==> src/rtl/sevenseg_pkg.sv <==
// Shared constants for the four-digit seven-segment scanner: segment
// patterns (active-low {g,f,e,d,c,b,a}), FSM encoding and default timing.
package sevenseg_pkg;

    localparam int REFRESH_DIV_DEFAULT = 100000;
    localparam int GAP_DEFAULT         = 500;

    localparam logic [6:0] SEG_0    = 7'b1000000;
    localparam logic [6:0] SEG_1    = 7'b1111001;
    localparam logic [6:0] SEG_2    = 7'b0100100;
    localparam logic [6:0] SEG_3    = 7'b0110000;
    localparam logic [6:0] SEG_4    = 7'b0011001;
    localparam logic [6:0] SEG_5    = 7'b0010010;
    localparam logic [6:0] SEG_6    = 7'b0000010;
    localparam logic [6:0] SEG_7    = 7'b1111000;
    localparam logic [6:0] SEG_8    = 7'b0000000;
    localparam logic [6:0] SEG_9    = 7'b0010000;
    localparam logic [6:0] SEG_DASH = 7'b0111111;
    localparam logic [6:0] SEG_OFF  = 7'b1111111;

    typedef enum logic {
        ST_GAP    = 1'b0,
        ST_ACTIVE = 1'b1
    } state_t;

endpackage

==> src/rtl/bcd_to_seg.sv <==
// Nibble to active-low seven-segment pattern; non-decimal nibbles show a dash.
module bcd_to_seg
    import sevenseg_pkg::*;
(
    input  logic [3:0] nibble,
    output logic [6:0] seg
);

    // Pure lookup from BCD digit to segment pattern
    always_comb begin
        seg = SEG_DASH;
        case (nibble)
            4'd0:    seg = SEG_0;
            4'd1:    seg = SEG_1;
            4'd2:    seg = SEG_2;
            4'd3:    seg = SEG_3;
            4'd4:    seg = SEG_4;
            4'd5:    seg = SEG_5;
            4'd6:    seg = SEG_6;
            4'd7:    seg = SEG_7;
            4'd8:    seg = SEG_8;
            4'd9:    seg = SEG_9;
            default: seg = SEG_DASH;
        endcase
    end

endmodule

==> src/rtl/sevenseg_scan.sv <==
// Time-multiplexed driver for a 4-digit common-anode display. The BCD value
// and decimal points are double-buffered; each digit slot starts with a dark
// dead time to stop ghosting, then lights one anode for the rest of the slot.
module sevenseg_scan
    import sevenseg_pkg::*;
#(
    parameter int REFRESH_DIV = REFRESH_DIV_DEFAULT,
    parameter int GAP         = GAP_DEFAULT
) (
    input  logic        clk100Mhz,
    input  logic        rst,
    input  logic [15:0] bcd,
    input  logic        update,
    input  logic [3:0]  dp_en,
    input  logic        blank_lz,
    output logic [3:0]  an,
    output logic [6:0]  seg,
    output logic        dp
);

    localparam int CNT_W = (REFRESH_DIV > 1) ? $clog2(REFRESH_DIV) : 1;
    localparam logic [CNT_W-1:0] CNT_MAX  = CNT_W'(REFRESH_DIV - 1);
    localparam logic [CNT_W-1:0] GAP_LAST = CNT_W'(GAP - 1);

    logic [15:0]      shadow_bcd;
    logic [3:0]       shadow_dp;
    logic [CNT_W-1:0] cnt;
    logic [1:0]       idx;
    state_t           state;
    state_t           state_next;
    logic             lit_q;
    logic             lit_use;
    logic             lead_zero;
    logic             blank_cur;
    logic             slot_start;
    logic [3:0]       nib;
    logic [6:0]       seg_dec;
    logic [3:0]       an_next;

    assign slot_start = (state == ST_GAP) && (cnt == '0);
    assign nib        = shadow_bcd[{idx, 2'b00} +: 4];

    bcd_to_seg u_dec (
        .nibble (nib),
        .seg    (seg_dec)
    );

    // Shadow registers: reload on every update strobe, read only at slot start
    always_ff @(posedge clk100Mhz) begin
        if (rst) begin
            shadow_bcd <= '0;
            shadow_dp  <= '0;
        end else if (update) begin
            shadow_bcd <= bcd;
            shadow_dp  <= dp_en;
        end
    end

    // Slot counter and digit index; the index advances on each slot wrap
    always_ff @(posedge clk100Mhz) begin
        if (rst) begin
            cnt <= '0;
            idx <= 2'd0;
        end else if (cnt == CNT_MAX) begin
            cnt <= '0;
            idx <= idx + 2'd1;
        end else begin
            cnt <= cnt + 1'b1;
        end
    end

    // Current digit is a leading zero when it and every higher digit are 0
    always_comb begin
        lead_zero = 1'b1;
        for (int i = 0; i < 4; i++) begin
            if ((i >= int'(idx)) && (shadow_bcd[4*i +: 4] != 4'd0)) begin
                lead_zero = 1'b0;
            end
        end
    end

    // A set decimal point keeps the digit visible even if it is a leading zero
    assign blank_cur = blank_lz && (idx != 2'd0) && !shadow_dp[idx] && lead_zero;

    // FSM state register
    always_ff @(posedge clk100Mhz) begin
        if (rst) begin
            state <= ST_GAP;
        end else begin
            state <= state_next;
        end
    end

    // FSM next state: dark for GAP cycles, lit until the slot wraps
    always_comb begin
        state_next = state;
        case (state)
            ST_GAP:    if (cnt == GAP_LAST) state_next = ST_ACTIVE;
            ST_ACTIVE: if (cnt == CNT_MAX)  state_next = ST_GAP;
            default:   state_next = ST_GAP;
        endcase
    end

    // FSM output: anode pattern that will be registered on the next edge.
    // With GAP=1 the slot start and the lit transition share a cycle, so the
    // freshly computed blanking decision is used instead of the stored one.
    always_comb begin
        lit_use = slot_start ? !blank_cur : lit_q;
        an_next = 4'b1111;
        if ((state_next == ST_ACTIVE) && lit_use) begin
            an_next = ~(4'b0001 << idx);
        end
    end

    // Registered display outputs; seg/dp latch once per slot at its start
    always_ff @(posedge clk100Mhz) begin
        if (rst) begin
            an    <= 4'b1111;
            seg   <= SEG_OFF;
            dp    <= 1'b1;
            lit_q <= 1'b0;
        end else begin
            an <= an_next;
            if (slot_start) begin
                lit_q <= !blank_cur;
                seg   <= blank_cur ? SEG_OFF : seg_dec;
                dp    <= blank_cur ? 1'b1 : ~shadow_dp[idx];
            end
        end
    end

endmodule

==> config.mk <==
export PLATFORM = sky130hd
export DESIGN_NAME = sevenseg_scan
export DESIGN_NICKNAME = d
export VERILOG_FILES = /design/src/rtl/sevenseg_pkg.sv /design/src/rtl/bcd_to_seg.sv /design/src/rtl/sevenseg_scan.sv
export SDC_FILE = /design/constraint.sdc
export NUM_CORES = 1
export LEC_CHECK = 0
export ABC_CLOCK_PERIOD_IN_PS = 8050
export CORE_MARGIN = 2
export CORE_UTILIZATION = 55
export DETAILED_ROUTE_END_ITERATION = 10
export HOLD_SLACK_MARGIN = 0.06
export PLACE_DENSITY = 0.81
export SYNTH_ARGS = -nofsm -noshare
export SYNTH_HDL_FRONTEND = slang
export SYNTH_SLANG_ARGS = --single-unit
==> constraint.sdc <==
create_clock -name clk100Mhz -period 8.05 [get_ports clk100Mhz]
set_clock_uncertainty 0.2 [all_clocks]
set_input_delay 1.61 -clock clk100Mhz [delete_from_list [all_inputs] [get_ports clk100Mhz]]
set_output_delay 1.61 -clock clk100Mhz [all_outputs]
set_load 0.01 [all_outputs]
==> impl_metrics.yaml <==
clocking:
  clock_path_buffers: 2
  cts.sinks: 53
  clk_latency_ns: 0.30
  root_buffer: "clkbuf_8"
  numCtsBuffers: 5
  htreeDepth: 2
  cts.clk_slew.worst_paths_ns: 0.09
  hold_buffers: 0
  cts_tree: "done"
  postCtsSetupBuffers: 0
  post_cts_resized: 0
grt:
  grt_pass1_wl_um: 8418
  overflow: 0
  grtUsageMet1: 0.2941
  grtUsageTotal: 0.2118
  met3_usage: 0.04618
  grt_pass1_vias: 1754
  busiest_layer: "met2"
  grt_max_degree: 33
  antenna_found_initial: 0
  grtUsageMet2: 0.3260
synth:
  synth-seq-cells: 53
  synth_nets: 288
  synth_top_cell_area_share: 0.4382
  synth_area_um2: 2421
  synth_area_leaders: "dfxtp_1 (44%), mux2i_1 (9.1%), nor2_1 (6.5%), ha_1 (5.7%), mux4_2 (4.7%)"
  synth-async-reset-ratio: 0
  synthCells: 253
  syn_avg_cell_area_um2: 9.569
  synth_flop_cell: "dfxtp_1"
  synth_edf_count: 0
  synth_top_area_cell: "dfxtp_1"
  ys_warn_count: 0
  synth-seq-area-share: 0.4382
  yosys.cell_types.count: 37
placed_design:
  gp_congestion: 0.7948
  dp_hpwl_um: 3494
  port_buffers: 35
  place_ws_ns: 3.894
  dpl_cell_area_um2: 2805
timing:
  rsz0062_at_grt: "false"
  post-route-period-util: 0.4744
  final-hold-violation-count: 0
  fin_crit_ns: 3.819
  slew_violations: 0
  setup-tns-final_ns: 0
  fmax_mhz: 261.9
  tightest_slew_ns: 1.143
  maxSlewHeadroom: 0.2353
  whs_ns: 0.2901
  setup_slack_ns: 4.231
  setup_violations: 0
critical_path:
  max_stage_delay_ns: 0.96
  worst_ep_required_time_ns: 8.03
  cp_top_family: "buffers and inverters"
  critPathCaptureType: "flip-flop"
  start_kind: "primary input"
  critPathBufInv: 2
  cp.arrival_ns: 3.80
  cp_cell_sequence: "clkdlybuf4s50_1, inv_1, o31ai_4, o22ai_1, nand3_1"
  crit_type: "in2reg"
  crit_fanout: 32
  slowest_stage: "clkdlybuf4s50_1"
floorplanning:
  die_y_um: 70.35
  ios: 36
  die_w_um: 70.35
  die_area_um2: 4948
  placementRows: 24
  coreArea_um2: 4294
  floorplan.initialDensity: 0.5638
detailed_routing:
  vias: 1892
  wire_per_inst_um: 14.00
  dr.first_iter.drc_count: 92
  vias_per_cell: 5.581
  drc: 0
  wirelength_um: 4745
  drt_pass1_iterations: 4
  ant_nets: 0
power_and_ir_drop:
  p_leak_nw: 1.129
  power.density_nw_per_um2: 181.7
  ir_worst_vdd_mv: 0.1367
outcome:
  status: "finished clean"
cells_and_area:
  utilization: 0.6774
  design_area_um2: 2909
  antenna_cells: 0
  synthToLayoutAreaGrowth_pct: 20.16
  drive_above_1_share: 0.05923
  nNetsFinal: 322
worst_hold_path:
  min_path_type: "reg2reg"
job:
  maxCapViolCount: 0
[final cells by class]
type                            instances  area (µm²)
Sequential cell                        53        1061
Multi-Input combinational cell        180        1284
Clock inverter                          2       35.03
Timing Repair Buffer                   35       350.3
Inverter                               12       45.04
Tap cell                               52       65.06
Clock buffer                            5       68.82
Fill cell                             351        1385
[cell families (layout without fill, tap and decap cells)]
group / Yosys count / count (layout) / synth area share
compound gates: 23 / 23 / 0.06667
xor+xnor: 14 / 14 / 0.05065
fa+ha+maj: 11 / 11 / 0.05685
buf+inv: 20 / 54 / 0.03152
flops: 53 / 53 / 0.4382
mux: 28 / 28 / 0.1437
simple gates: 104 / 104 / 0.2124
[state kept, by name, indices dropped and copies added (netlist names)]
signal,flops
dp,1
lit_q,1
seg,7
shadow_bcd,16
an,4
shadow_dp,4
cnt,17
idx,2
state,1
[power breakdown]
group	total [W]	internal, W	switching [W]
combinational	0.0000733	0.0000405	0.0000328
clock	0.000170	0.0000904	0.0000798
sequential	0.000285	0.000276	0.00000925
total	0.000528	0.000407	0.000122
[path summary, 6_finish.rpt]
path / startpoint / to / slack [ns] / depth (start not counted)
worst max-delay path: rst / an[2] / 4.23 / 5
worst min-delay path: cnt[0] / cnt[0] / 0.29 / 1
worst max register to register: cnt[11] / an[2] / 5.29 / 5
worst min register to register: cnt[0] / cnt[0] / 0.29 / 1
[Yosys cell counts, types with 6 or more instances]
library cell	count
dfxtp_1	53
inv_1	12
xnor2_1	7
nor3_1	10
mux2i_1	22
ha_1	11
nor2_1	42
xor2_1	7
nand2_1	11
a21oi_1	6
nand3_1	13
[layer usage]
| layer | part of all wire | wire, µm |
|---|---|---|
| met1 | 0.48 | 2269 |
| met2 | 0.46 | 2178 |
| met3 | 0.046 | 219 |
| met4 | 0.016 | 77 |
| met5 | 0 | 0 |
[worst register-to-register path, stage by stage (launching register included)]
cell	delay, ns
dfxtp_1	0.35
or4_1	0.58
or4_4	0.49
o31ai_4	0.66
o22ai_1	0.28
nand3_1	0.14
[layout by cell type (no fill, tap or decap), types with 2 or more instances in the layout]
cell type | netlist | routed
nand4_1 | 3 | 3
a31oi_1 | 5 | 5
mux4_2 | 5 | 5
nor2_1 | 42 | 42
xnor2_1 | 7 | 7
dfxtp_1 | 53 | 53
nand2_1 | 11 | 11
a21oi_1 | 6 | 6
and2_1 | 2 | 2
clkdlybuf4s50_1 | 0 | 35
nor4_1 | 4 | 4
o21ai_0 | 3 | 3
or3_1 | 4 | 4
and3_1 | 2 | 2
xor2_1 | 7 | 7
clkbuf_8 | 0 | 5
nand3b_1 | 2 | 2
inv_1 | 12 | 12
a21o_1 | 2 | 2
o32a_1 | 2 | 2
nor3_1 | 10 | 10
or4_1 | 4 | 4
nand2b_1 | 3 | 3
mux2i_1 | 22 | 22
ha_1 | 11 | 11
nand3_1 | 13 | 13
[stage by stage]
stage	instances	total power, W
floorplan	253	0.0003316
global placement	332	0.0003629
detailed placement	332	0.0003648
CTS	339	0.0005344
global route	339	0.0005548
finish	339	0.0005285
(Power assumes the default switching activity.)
